`src/rtl/move_check_dispatcher_if.sv`:
```
// Request/response bundle between game-play control and the move-check dispatcher.
// The master modport belongs to game-play control, the slave modport to the dispatcher.
interface move_check_dispatcher_if;
    logic       req_valid;
    logic       req_ready;
    logic [2:0] req_old_x;
    logic [2:0] req_old_y;
    logic [2:0] req_new_x;
    logic [2:0] req_new_y;
    logic       turn;
    logic       rsp_valid;
    logic       rsp_ready;
    logic       rsp_legal;
    logic [2:0] rsp_code;

    modport master (
        output req_valid, req_old_x, req_old_y, req_new_x, req_new_y, turn, rsp_ready,
        input  req_ready, rsp_valid, rsp_legal, rsp_code
    );

    modport slave (
        input  req_valid, req_old_x, req_old_y, req_new_x, req_new_y, turn, rsp_ready,
        output req_ready, rsp_valid, rsp_legal, rsp_code
    );
endinterface

```
`src/rtl/move_check_dispatcher.sv`:
```
// Dispatches one move request to its per-piece checker, pre-rejecting trivially illegal
// moves, and returns one latched verdict per request.
module move_check_dispatcher #(
    parameter int unsigned TIMEOUT = 16
) (
    input  logic                   clk,
    input  logic                   reset_n,
    move_check_dispatcher_if.slave bus,
    input  logic [7:0][7:0][3:0]   board_in,
    output logic [2:0]             old_x,
    output logic [2:0]             old_y,
    output logic [2:0]             new_x,
    output logic [2:0]             new_y,
    output logic [2:0]             h_delta,
    output logic [2:0]             v_delta,
    output logic [3:0]             piece_type,
    output logic [5:0]             chk_start,
    input  logic [5:0]             chk_valid_move,
    input  logic [5:0]             chk_valid_output
);

    typedef enum logic [2:0] {StIdle, StLookup, StIssue, StWait, StDone} state_e;

    state_e     state_q, state_d;
    logic [2:0] old_x_q, old_y_q, new_x_q, new_y_q;
    logic       turn_q;
    logic [3:0] piece_q, piece_d;
    logic [2:0] h_delta_q, h_delta_d, v_delta_q, v_delta_d;
    logic [7:0] cnt_q, cnt_d;
    logic       legal_q, legal_d;
    logic [2:0] code_q, code_d;

    logic       accept;
    logic [3:0] src, dst;
    logic [2:0] h_abs, v_abs;
    logic [5:0] sel_mask;
    logic       verdict_valid, verdict;

    // A borrowing subtract is negated back to a magnitude.
    function automatic logic [2:0] abs_diff(input logic [2:0] a, input logic [2:0] b);
        logic [3:0] d;
        d = {1'b0, a} - {1'b0, b};
        return d[3] ? (~d[2:0] + 3'd1) : d[2:0];
    endfunction

    assign accept = (state_q == StIdle) && bus.req_valid;
    assign src    = board_in[old_y_q][old_x_q];
    assign dst    = board_in[new_y_q][new_x_q];
    assign h_abs  = abs_diff(new_x_q, old_x_q);
    assign v_abs  = abs_diff(new_y_q, old_y_q);

    always_comb begin
        for (int i = 0; i < 6; i++) begin
            sel_mask[i] = (piece_q[2:0] == 3'(i + 1));
        end
    end

    // Only the selected checker's verdict is ever looked at.
    assign verdict_valid = |(chk_valid_output & sel_mask);
    assign verdict       = |(chk_valid_move & sel_mask);

    always_comb begin
        state_d   = state_q;
        piece_d   = piece_q;
        h_delta_d = h_delta_q;
        v_delta_d = v_delta_q;
        cnt_d     = cnt_q;
        legal_d   = legal_q;
        code_d    = code_q;
        unique case (state_q)
            StIdle: begin
                if (bus.req_valid) state_d = StLookup;
            end
            StLookup: begin
                piece_d   = src;
                h_delta_d = h_abs;
                v_delta_d = v_abs;
                legal_d   = 1'b0;
                code_d    = 3'd0;
                state_d   = StDone;
                if (h_abs == 3'd0 && v_abs == 3'd0)           code_d = 3'd5;
                else if (src[2:0] == 3'd0)                    code_d = 3'd2;
                else if (src[3] != turn_q)                    code_d = 3'd3;
                else if (dst[2:0] != 3'd0 && dst[3] == src[3]) code_d = 3'd4;
                else if (src[2:0] == 3'd7)                    code_d = 3'd7;
                else                                          state_d = StIssue;
            end
            StIssue: begin
                cnt_d   = 8'd0;
                state_d = StWait;
            end
            StWait: begin
                if (verdict_valid) begin
                    legal_d = verdict;
                    code_d  = verdict ? 3'd0 : 3'd1;
                    state_d = StDone;
                end else begin
                    cnt_d = cnt_q + 8'd1;
                    if (cnt_d == 8'(TIMEOUT - 1)) begin
                        legal_d = 1'b0;
                        code_d  = 3'd6;
                        state_d = StDone;
                    end
                end
            end
            StDone: begin
                if (bus.rsp_ready) state_d = StIdle;
            end
            default: state_d = StIdle;
        endcase
    end

    always_ff @(posedge clk or negedge reset_n) begin
        if (!reset_n) begin
            state_q   <= StIdle;
            old_x_q   <= 3'd0;
            old_y_q   <= 3'd0;
            new_x_q   <= 3'd0;
            new_y_q   <= 3'd0;
            turn_q    <= 1'b0;
            piece_q   <= 4'd0;
            h_delta_q <= 3'd0;
            v_delta_q <= 3'd0;
            cnt_q     <= 8'd0;
            legal_q   <= 1'b0;
            code_q    <= 3'd0;
        end else begin
            state_q   <= state_d;
            piece_q   <= piece_d;
            h_delta_q <= h_delta_d;
            v_delta_q <= v_delta_d;
            cnt_q     <= cnt_d;
            legal_q   <= legal_d;
            code_q    <= code_d;
            if (accept) begin
                old_x_q <= bus.req_old_x;
                old_y_q <= bus.req_old_y;
                new_x_q <= bus.req_new_x;
                new_y_q <= bus.req_new_y;
                turn_q  <= bus.turn;
            end
        end
    end

    assign bus.req_ready = (state_q == StIdle);
    assign bus.rsp_valid = (state_q == StDone);
    assign bus.rsp_legal = legal_q;
    assign bus.rsp_code  = code_q;
    assign chk_start     = (state_q == StIssue || state_q == StWait) ? sel_mask : 6'd0;
    assign old_x         = old_x_q;
    assign old_y         = old_y_q;
    assign new_x         = new_x_q;
    assign new_y         = new_y_q;
    assign h_delta       = h_delta_q;
    assign v_delta       = v_delta_q;
    assign piece_type    = piece_q;

endmodule

```
`src/flat_wrapper.sv`:
```
// flat-port wrapper written by rule: the top's interface ports become plain ports
module move_check_dispatcher_flat 
#(
    parameter int unsigned TIMEOUT = 16
)
  (clk, reset_n, board_in, old_x, old_y, new_x, new_y, h_delta, v_delta, piece_type, chk_start, chk_valid_move, chk_valid_output, bus_req_valid, bus_req_old_x, bus_req_old_y, bus_req_new_x, bus_req_new_y, bus_turn, bus_rsp_ready, bus_req_ready, bus_rsp_valid, bus_rsp_legal, bus_rsp_code);
  move_check_dispatcher_if bus_i ();
  input  logic clk;
  input  logic reset_n;
  input  logic [7:0][7:0][3:0] board_in;
  output logic [2:0] old_x;
  output logic [2:0] old_y;
  output logic [2:0] new_x;
  output logic [2:0] new_y;
  output logic [2:0] h_delta;
  output logic [2:0] v_delta;
  output logic [3:0] piece_type;
  output logic [5:0] chk_start;
  input  logic [5:0] chk_valid_move;
  input  logic [5:0] chk_valid_output;
  input wire logic [$bits(bus_i.req_valid)-1:0] bus_req_valid;
  input wire logic [$bits(bus_i.req_old_x)-1:0] bus_req_old_x;
  input wire logic [$bits(bus_i.req_old_y)-1:0] bus_req_old_y;
  input wire logic [$bits(bus_i.req_new_x)-1:0] bus_req_new_x;
  input wire logic [$bits(bus_i.req_new_y)-1:0] bus_req_new_y;
  input wire logic [$bits(bus_i.turn)-1:0] bus_turn;
  input wire logic [$bits(bus_i.rsp_ready)-1:0] bus_rsp_ready;
  output wire logic [$bits(bus_i.req_ready)-1:0] bus_req_ready;
  output wire logic [$bits(bus_i.rsp_valid)-1:0] bus_rsp_valid;
  output wire logic [$bits(bus_i.rsp_legal)-1:0] bus_rsp_legal;
  output wire logic [$bits(bus_i.rsp_code)-1:0] bus_rsp_code;
  assign bus_i.req_valid = bus_req_valid;
  assign bus_i.req_old_x = bus_req_old_x;
  assign bus_i.req_old_y = bus_req_old_y;
  assign bus_i.req_new_x = bus_req_new_x;
  assign bus_i.req_new_y = bus_req_new_y;
  assign bus_i.turn = bus_turn;
  assign bus_i.rsp_ready = bus_rsp_ready;
  assign bus_req_ready = bus_i.req_ready;
  assign bus_rsp_valid = bus_i.rsp_valid;
  assign bus_rsp_legal = bus_i.rsp_legal;
  assign bus_rsp_code = bus_i.rsp_code;
  move_check_dispatcher #(.TIMEOUT(TIMEOUT)) u_core (.clk(clk), .reset_n(reset_n), .bus(bus_i), .board_in(board_in), .old_x(old_x), .old_y(old_y), .new_x(new_x), .new_y(new_y), .h_delta(h_delta), .v_delta(v_delta), .piece_type(piece_type), .chk_start(chk_start), .chk_valid_move(chk_valid_move), .chk_valid_output(chk_valid_output));
endmodule
```
`config.mk`:
```
export PLATFORM = sky130hd
export DESIGN_NAME = move_check_dispatcher_flat
export DESIGN_NICKNAME = d
export VERILOG_FILES = /design/src/rtl/move_check_dispatcher_if.sv /design/src/rtl/move_check_dispatcher.sv /design/src/flat_wrapper.sv
export SDC_FILE = /design/constraint.sdc
export NUM_CORES = 1
export LEC_CHECK = 0
export CORE_UTILIZATION = 40
export CTS_BUF_LIST = sky130_fd_sc_hd__clkbuf_4 sky130_fd_sc_hd__clkbuf_8
export CTS_CLUSTER_SIZE = 28
export DETAILED_ROUTE_END_ITERATION = 8
export DONT_BUFFER_PORTS = 1
export MAX_ROUTING_LAYER = met4
export SYNTH_ARGS = -nofsm -noshare
export SYNTH_HDL_FRONTEND = slang
export SYNTH_SLANG_ARGS = --single-unit
```
`constraint.sdc`:
```
create_clock -name clk -period 3 [get_ports clk]
set_input_delay 0.15 -clock clk [delete_from_list [all_inputs] [get_ports clk]]
set_output_delay 0.15 -clock clk [all_outputs]
set_load 0.01 [all_outputs]
```
==> impl_metrics.prom, run 1 <==
# TYPE chip_impl_metric gauge
chip_impl_info{name="run_status",value="complete, but fails checks"} 1
chip_impl_info{name="failed_checks",value="setup timing"} 1
chip_impl_metric{name="drt_first_iter_violations",unit=""} 480
chip_impl_metric{name="cts_buffer_depth",unit=""} 2
chip_impl_metric{name="vdd_ir_drop_max",unit="mV"} 0.481
chip_impl_metric{name="largest_register_ffs",unit=""} 8
chip_impl_metric{name="drive_gt1_share",unit="%"} 35.8
chip_impl_metric{name="critical_path_peak_fanout",unit=""} 8
chip_impl_metric{name="leakage",unit="nW"} 2.47
chip_impl_metric{name="hold_violation_total_from_the_final_report",unit=""} 0
chip_impl_metric{name="detailed_place_hpwl",unit="µm"} 20700
chip_impl_metric{name="dpl.cell_count",unit=""} 765
chip_impl_metric{name="maxSlewHeadroom",unit="%"} 26.7
chip_impl_metric{name="floorplan.rows",unit=""} 43
chip_impl_metric{name="drv_slew",unit=""} 0
chip_impl_info{name="ys_top_cells_by_count",value="85 x mux4_2, 40 x nand2_1, 38 x dfrtp_1"} 1
chip_impl_info{name="yosysTopAreaCell",value="mux4_2"} 1
chip_impl_metric{name="yosys_register_bits",unit=""} 38
chip_impl_metric{name="gpl.final_weighted_congestion",unit=""} 0.994
chip_impl_metric{name="timing.clock.skew",unit="ps"} 8.20
chip_impl_metric{name="setup_viol",unit=""} 1
chip_impl_metric{name="synth_async_sr_flop_share",unit="%"} 100
chip_impl_metric{name="drc",unit=""} 0
chip_impl_metric{name="number_of_cells_produced_by_synthesis",unit=""} 568
chip_impl_info{name="crit_reg_reg_startpoint",value="u_core.old_y[0]"} 1
chip_impl_metric{name="syn2layout_area_growth",unit="%"} 17.2
chip_impl_metric{name="global_route.overflow_total",unit=""} 0
chip_impl_info{name="setup_repair_after_global_routing_missed_its_margin",value="true"} 1
chip_impl_metric{name="finalNonFillerCells",unit=""} 797
chip_impl_metric{name="p_total",unit="mW"} 8.25
chip_impl_metric{name="placement.io_buffers",unit=""} 0
chip_impl_metric{name="synthesis.area",unit="µm²"} 5890
chip_impl_info{name="synth.top_cells.by_area",value="mux4_2 32%, dfrtp_1 16%, mux2i_1 3.9%, nor4b_1 3.3%, mux2_2 3.1%"} 1
chip_impl_metric{name="clkTransAtPathRegs",unit="ps"} 90
chip_impl_metric{name="n_fill_cell",unit=""} 1315
chip_impl_metric{name="first_pass_grt_wire_length",unit="µm"} 36200
chip_impl_metric{name="tns",unit="ps"} -2.73
chip_impl_metric{name="critical_path_arrival",unit="ps"} 3220
chip_impl_metric{name="synth_sequential_area_ratio",unit="%"} 16.1
chip_impl_metric{name="wirelength",unit="µm"} 25000
chip_impl_metric{name="floorplan.initialDensity",unit="%"} 41.6
chip_impl_info{name="synth_flop_cell",value="dfrtp_1"} 1
chip_impl_metric{name="timing_worst_slew_pin_value",unit="ps"} 1100
chip_impl_info{name="cts.root.buffer_cell",value="clkbuf_8"} 1
chip_impl_metric{name="floorplan.die_area",unit="µm²"} 15200
chip_impl_info{name="crit_path_end_kind",value="flip-flop"} 1
chip_impl_metric{name="synthesis.nets",unit=""} 867
chip_impl_metric{name="via_count",unit=""} 5764
chip_impl_metric{name="num_cts_buffers",unit=""} 5
chip_impl_metric{name="drtPass1Iterations",unit=""} 5
chip_impl_metric{name="pin_count_of_the_biggest_net_entering_global_routing",unit=""} 39
chip_impl_info{name="worstSetupPathType",value="flip-flop to flip-flop"} 1
chip_impl_info{name="worstSetupStartpoint",value="u_core.old_y[0]"} 1
chip_impl_info{name="cts_tree",value="yes"} 1
chip_impl_metric{name="viasPerCell",unit=""} 7.23
chip_impl_metric{name="avgRoutedWirePerCell",unit="µm"} 31.4
chip_impl_metric{name="ys_warn_count",unit=""} 0
chip_impl_metric{name="worst_skew_pair.late_latency",unit="ps"} 290
chip_impl_metric{name="synth_enable_flop_cells",unit=""} 0
chip_impl_metric{name="postSynthAreaPerCell",unit="µm²"} 10.4
chip_impl_metric{name="grt_pass1_vias",unit=""} 5920
chip_impl_metric{name="die_h",unit="µm"} 123
chip_impl_metric{name="post_layout_nets",unit=""} 912
chip_impl_metric{name="maxClockFrequency",unit="MHz"} 333
chip_impl_metric{name="fin_crit",unit="ps"} 3000
chip_impl_metric{name="hold_ws",unit="ps"} 3.31
chip_impl_metric{name="numClockSinks",unit=""} 38
chip_impl_info{name="synth.most_common_cell",value="mux4_2"} 1
chip_impl_metric{name="cellPowerDensity",unit="nW/µm²"} 1190
chip_impl_metric{name="critical_path_required",unit="ps"} 3220
chip_impl_metric{name="initial_antenna_violation_count",unit=""} 3
chip_impl_info{name="register_bank_with_the_most_flops",value="u_core.cnt_q"} 1
chip_impl_metric{name="synth_largest_type_area_fraction",unit="%"} 32.5
chip_impl_info{name="crit_path_launch_type",value="flip-flop"} 1
chip_impl_metric{name="synth_cell_type_count",unit=""} 68
chip_impl_metric{name="timing.final.crit_share",unit="%"} 100
chip_impl_metric{name="timing.max_cap.violations",unit=""} 0
chip_impl_metric{name="final_critical_path_setup_slack",unit="ps"} -2.73
chip_impl_metric{name="core-area",unit="µm²"} 14100
chip_impl_metric{name="chipWidth",unit="µm"} 123
chip_impl_info{name="hold_path_class",value="input port to flip-flop"} 1
chip_impl_metric{name="clock_tree.htree_level_count",unit=""} 2
chip_impl_metric{name="top_level_ports",unit=""} 319
chip_impl_metric{name="number_of_antenna_violating_nets_in_the_routed_design",unit=""} 0
chip_impl_info{name="holdCritStartpoint",value="bus_req_new_x[1]"} 1
chip_impl_metric{name="grt_use_total",unit="%"} 33.6
chip_impl_metric{name="post_place_setup_slack",unit="ps"} -129
-- placed cells by master, fill, tap and decap left out, drive strengths merged, types with 16 or more instances in the layout --
cell type  count
mux2          16
mux2i         23
dfrtp         38
o21ai         28
nor3          36
mux4          87
buf           78
nor2          23
nor4b         22
nand2         40
nor4          28
-- critical path, cell delays in order, from the launching register on --
cell and delay, ps:
dfrtp_4 520, buf_6 150, buf_12 140, buf_12 140, mux4_2 420, mux4_2 540, a22oi_2 170, o211ai_1 150
nor3_2 210, or3_4 160, buf_4 100, a21oi_1 60, a21oi_1 170
-- worst paths after layout --
kind / end / slack (ps) / cells past startpoint
worst max-delay path: u_core.bus.rsp_code[1] / -3 / 12
worst min-delay path: u_core.new_x[1] / 3 / 1
worst max register to register: u_core.bus.rsp_code[1] / -3 / 12
worst min register to register: u_core.cnt_q[0] / 560 / 1
max in group asynchronous: u_core.new_y[2] / 2460 / 2
min in group asynchronous: u_core.h_delta[1] / 330 / 2
-- routing by layer --
metal / vias up / share of wire [%] / global-route usage, %
met2: 421 / 49 / 55.7
met5: - / 0 / -
met4: 0 / 3.5 / 8.73
met3: 72 / 11 / 8.67
li1: 2440 / - / -
met1: 2831 / 36 / 40.7
-- kinds of logic (layout without fill, tap and decap cells) --
| kind of cell | after synthesis | in the layout | share of synthesized area [%] |
|---|---|---|---|
| AO/OA/AOI/OAI | 107 | 107 | 12.7 |
| XOR/XNOR | 7 | 7 | 1.04 |
| adder cells (fa/ha/maj) | 14 | 14 | 3.23 |
| buffers and inverters | 64 | 110 | 5.54 |
| flip-flops | 38 | 38 | 16.1 |
| multiplexers | 126 | 126 | 40.3 |
| other | 0 | 3 | 0 |
| AND/OR/NAND/NOR | 212 | 212 | 21.0 |
-- through the flow --
| stage | cell area, µm² | utilization [%] |
|---|---|---|
| after floorplan | 5890 | - |
| after global placement | 6470 | 45.8 |
| after detailed placement | 6470 | 45.8 |
| after CTS | 6850 | 48.4 |
| after global routing | 6910 | 48.8 |
| final | 6910 | 48.8 |
-- repair_timing --
action | in CTS | in global routing
endpoints found under the setup margin | 5 | 5
setup buffers | 11 | 1
gates cloned | 1 | 0
hold endpoints to repair | 46 | 0
resized for setup | 22 | 11
pin swaps | 14 | 10
hold buffers | 10 | 0
-- power by group --
group	total, mW	switching (mW)	internal, mW
logic	6.71	3.19	3.52
registers	1.16	0.418	0.738
clock network	0.388	0.202	0.185
-- cell type report --
type / count / area, µm² / share of cell area (%)
antenna: 3 / 7.51 / 0.109
sequential: 38 / 960 / 13.9
multi-input combinational: 466 / 4700 / 68.1
clock buffer: 6 / 82.6 / 1.20
tap: 180 / 225 / 3.26
clock inverter: 2 / 12.5 / 0.181
timing repair buffer: 87 / 860 / 12.4
inverter: 15 / 56.3 / 0.815
Power figures use the tool's default switching activity.
==> run 2: changes to the inputs <==
--- a/config.mk
+++ b/config.mk
@@ -11,6 +11,7 @@
 export DETAILED_ROUTE_END_ITERATION = 8
 export DONT_BUFFER_PORTS = 1
 export MAX_ROUTING_LAYER = met4
+export SKIP_LAST_GASP = 1
 export SYNTH_ARGS = -nofsm -noshare
 export SYNTH_HDL_FRONTEND = slang
 export SYNTH_SLANG_ARGS = --single-unit
==> run 2 against run 1 <==
Effect of this change:
- hold slack improved by 1.4 ps
- power down 0.19%
- critical path depth is 2 lower
- final cell count did not move
- flip-flop and latch count stayed put
- routed wire length decreased by 0.29%
- first-iteration DRC count decreased by 3.1%
- the flow still finishes with violations (setup timing)
- via count shrank 0.19%
- sequential power about the same
- count of clock-buffer cells in the layout unchanged
- largest power group unchanged
- clock power hardly changed
- register-to-register slack got worse by 20 ps
==> impl_metrics.prom, run 2 (synthesis results as in run 1) <==
# TYPE chip_impl_metric gauge
chip_impl_info{name="run_status",value="complete, but fails checks"} 1
chip_impl_info{name="failed_checks",value="setup timing"} 1
chip_impl_metric{name="first_pass_grt_wire_length",unit="µm"} 36200
chip_impl_metric{name="post_route_cell_area",unit="µm²"} 6900
chip_impl_metric{name="grt_pass1_vias",unit=""} 5920
chip_impl_metric{name="clkTransAtPathRegs",unit="ps"} 80
chip_impl_metric{name="floorplan.rows",unit=""} 43
chip_impl_metric{name="maxClockFrequency",unit="MHz"} 331
chip_impl_metric{name="timing.final.crit_share",unit="%"} 101
chip_impl_metric{name="timing_worst_slew_pin_value",unit="ps"} 1110
chip_impl_metric{name="post_place_setup_slack",unit="ps"} -129
chip_impl_metric{name="met1_usage",unit="%"} 40.7
chip_impl_info{name="crit_path_launch_type",value="flip-flop"} 1
chip_impl_metric{name="maxSlewHeadroom",unit="%"} 26.1
chip_impl_metric{name="drt_first_iter_violations",unit=""} 465
chip_impl_info{name="worstSetupPathType",value="flip-flop to flip-flop"} 1
chip_impl_metric{name="initial_antenna_violation_count",unit=""} 3
chip_impl_metric{name="groute.layer.met3.usage",unit="%"} 8.67
chip_impl_metric{name="hold_violation_total_from_the_final_report",unit=""} 0
chip_impl_metric{name="die_h",unit="µm"} 123
chip_impl_metric{name="core-area",unit="µm²"} 14100
chip_impl_metric{name="fin_crit",unit="ps"} 3020
chip_impl_metric{name="p_int",unit="mW"} 4.43
chip_impl_metric{name="reg_to_reg_setup_timing_slack",unit="ps"} -20
chip_impl_metric{name="dpl.cell_count",unit=""} 765
chip_impl_info{name="cts_tree",value="yes"} 1
chip_impl_metric{name="floorplan.die_area",unit="µm²"} 15200
chip_impl_info{name="crit_path_end_kind",value="flip-flop"} 1
chip_impl_metric{name="detailed_place_hpwl",unit="µm"} 20700
chip_impl_info{name="critical-path-top-delay-family",value="simple AND/OR/NAND/NOR gates"} 1
chip_impl_metric{name="number_of_antenna_violating_nets_in_the_routed_design",unit=""} 0
chip_impl_metric{name="tns",unit="ps"} -20.3
chip_impl_metric{name="worst_skew_pair.late_latency",unit="ps"} 290
chip_impl_metric{name="pin_count_of_the_biggest_net_entering_global_routing",unit=""} 39
chip_impl_metric{name="critical_path_peak_fanout",unit=""} 4
chip_impl_info{name="leading_cell_types_in_the_layout_fill_and_taps_excluded",value="85 x mux4_2, 61 x buf_4, 38 x nand2_1"} 1
chip_impl_metric{name="wirelength",unit="µm"} 25000
chip_impl_metric{name="timing.max_cap.violations",unit=""} 0
chip_impl_metric{name="timing.clock.skew",unit="ps"} 6.16
chip_impl_metric{name="global_route.usage.met2",unit="%"} 55.7
chip_impl_metric{name="grt_use_total",unit="%"} 33.6
chip_impl_info{name="cts.root.buffer_cell",value="clkbuf_8"} 1
chip_impl_metric{name="clock_tree.htree_level_count",unit=""} 2
chip_impl_metric{name="global_route.overflow_total",unit=""} 0
chip_impl_metric{name="via_count",unit=""} 5753
chip_impl_metric{name="chipWidth",unit="µm"} 123
chip_impl_metric{name="utilization",unit="%"} 48.8
chip_impl_metric{name="vdd_ir_drop_max",unit="mV"} 0.477
chip_impl_metric{name="post_layout_nets",unit=""} 912
chip_impl_metric{name="placement.io_buffers",unit=""} 0
chip_impl_info{name="layout_commonest_cell",value="mux4_2"} 1
chip_impl_metric{name="setup_viol",unit=""} 1
chip_impl_metric{name="hold_ws",unit="ps"} 4.67
chip_impl_metric{name="cp_num_buf_inv",unit=""} 2
chip_impl_metric{name="num_cts_buffers",unit=""} 5
chip_impl_metric{name="avgRoutedWirePerCell",unit="µm"} 31.3
chip_impl_metric{name="gpl.final_weighted_congestion",unit=""} 0.994
chip_impl_metric{name="syn2layout_area_growth",unit="%"} 17.1
chip_impl_info{name="rr_endpoint",value="u_core.state_q[2]"} 1
chip_impl_metric{name="combPwrFrac",unit="%"} 81.2
chip_impl_info{name="register_bank_with_the_most_flops",value="u_core.cnt_q"} 1
chip_impl_metric{name="leakage",unit="nW"} 2.47
chip_impl_metric{name="drc",unit=""} 0
chip_impl_metric{name="sw_frac_of_total",unit="%"} 46.2
chip_impl_metric{name="numClockSinks",unit=""} 38
chip_impl_metric{name="largest_register_ffs",unit=""} 8
chip_impl_metric{name="detailed_place.area",unit="µm²"} 6470
chip_impl_metric{name="p_total",unit="mW"} 8.24
chip_impl_metric{name="p_sw",unit="mW"} 3.80
chip_impl_metric{name="holdPathStages",unit=""} 1
chip_impl_metric{name="viasPerCell",unit=""} 7.22
chip_impl_info{name="setup_repair_after_global_routing_missed_its_margin",value="true"} 1
chip_impl_info{name="holdCritStartpoint",value="bus_req_new_x[1]"} 1
chip_impl_metric{name="drtPass1Iterations",unit=""} 5
chip_impl_info{name="hold_path_class",value="input port to flip-flop"} 1
chip_impl_info{name="globalRoute.busiestLayer",value="met2"} 1
chip_impl_metric{name="drv_slew",unit=""} 0
chip_impl_metric{name="critical_path_arrival",unit="ps"} 3200
chip_impl_metric{name="final_critical_path_setup_slack",unit="ps"} -20.3
chip_impl_metric{name="critical_path_required",unit="ps"} 3180
chip_impl_metric{name="finalNonFillerCells",unit=""} 797
chip_impl_metric{name="floorplan.initialDensity",unit="%"} 41.6
chip_impl_info{name="crit_reg_reg_startpoint",value="u_core.old_y[0]"} 1
chip_impl_metric{name="power.clock.fraction",unit="%"} 4.7
chip_impl_metric{name="rr_worst_depth",unit=""} 10
chip_impl_info{name="path_cells",value="buf_6, buf_4, mux4_2, a32oi_2, o31ai_4, nor4_4, nor3_4, or3_4, or3_1, o22a_1"} 1
chip_impl_info{name="critPathSlowestCell",value="dfrtp_4"} 1
chip_impl_metric{name="critical_path.max_stage_delay",unit="ps"} 520
chip_impl_metric{name="power.sequential.fraction",unit="%"} 14.0
chip_impl_metric{name="drive_gt1_share",unit="%"} 35.7
chip_impl_info{name="terminating_pin_of_the_worst_hold_path",value="u_core.new_x[1]"} 1
chip_impl_metric{name="cellPowerDensity",unit="nW/µm²"} 1190
chip_impl_metric{name="top_level_ports",unit=""} 319
chip_impl_metric{name="cts_buffer_depth",unit=""} 2
==> run 2: worst max path at each step <==
stage,depth (start not counted),slack (ps),endpoint,from
3_5_place_dp,11,-130,u_core.bus.rsp_code[1],u_core.old_y[0]
6_report,10,-20,u_core.state_q[2],u_core.old_y[0]
4_1_cts,13,-9,u_core.bus.rsp_code[1],u_core.old_y[0]
5_1_grt,11,-130,u_core.bus.rsp_code[1],u_core.old_y[0]
2_1_floorplan,10,40,u_core.state_q[2],u_core.old_y[0]
3_3_place_gp,10,-140,u_core.state_q[1],u_core.new_y[2]
==> run 2: final cells by class <==
class / instances / area [µm²]
Multi-Input combinational cell: 466 / 4700
Timing Repair Buffer: 87 / 856
Inverter: 15 / 56.3
Clock inverter: 2 / 12.5
Antenna cell: 3 / 7.51
Tap cell: 180 / 225
Fill cell: 1315 / 7250
Sequential cell: 38 / 960
Clock buffer: 6 / 82.6
==> run 2: layer usage <==
| metal | up-vias | part of all wire (%) |
|---|---|---|
| li1 | 2443 | - |
| met1 | 2857 | 37 |
| met2 | 384 | 49 |
| met3 | 69 | 11 |
| met4 | 0 | 3.5 |
| met5 | - | 0 |
==> run 2: worst reg2reg max path: cells and delay by family (launching register included) <==
kind / cells / cell delay, ps
mux: 1 / 420
buf+inv: 2 / 290
compound gates: 3 / 520
simple gates: 4 / 1170
flops: 1 / 520
==> run 2: power groups by stage <==
stage | registers [mW] | logic [mW] | clock network [mW]
after global placement | 1.18 | 6.09 | 0
after floorplan | 1.00 | 4.37 | 0
final | 1.16 | 6.69 | 0.388
after detailed placement | 1.19 | 6.16 | 0
after global routing | 1.20 | 7.18 | 0.414
after CTS | 1.15 | 6.59 | 0.390
==> run 2: what timing repair did <==
action / in CTS / in global routing
setup endpoints to repair: 5 / 5
hold buffers: 10 / 0
endpoints found under the hold margin: 46 / 0
gates resized for setup: 22 / 9
gates cloned: 1 / 0
buffers inserted: 11 / 1
pin swaps: 14 / 9
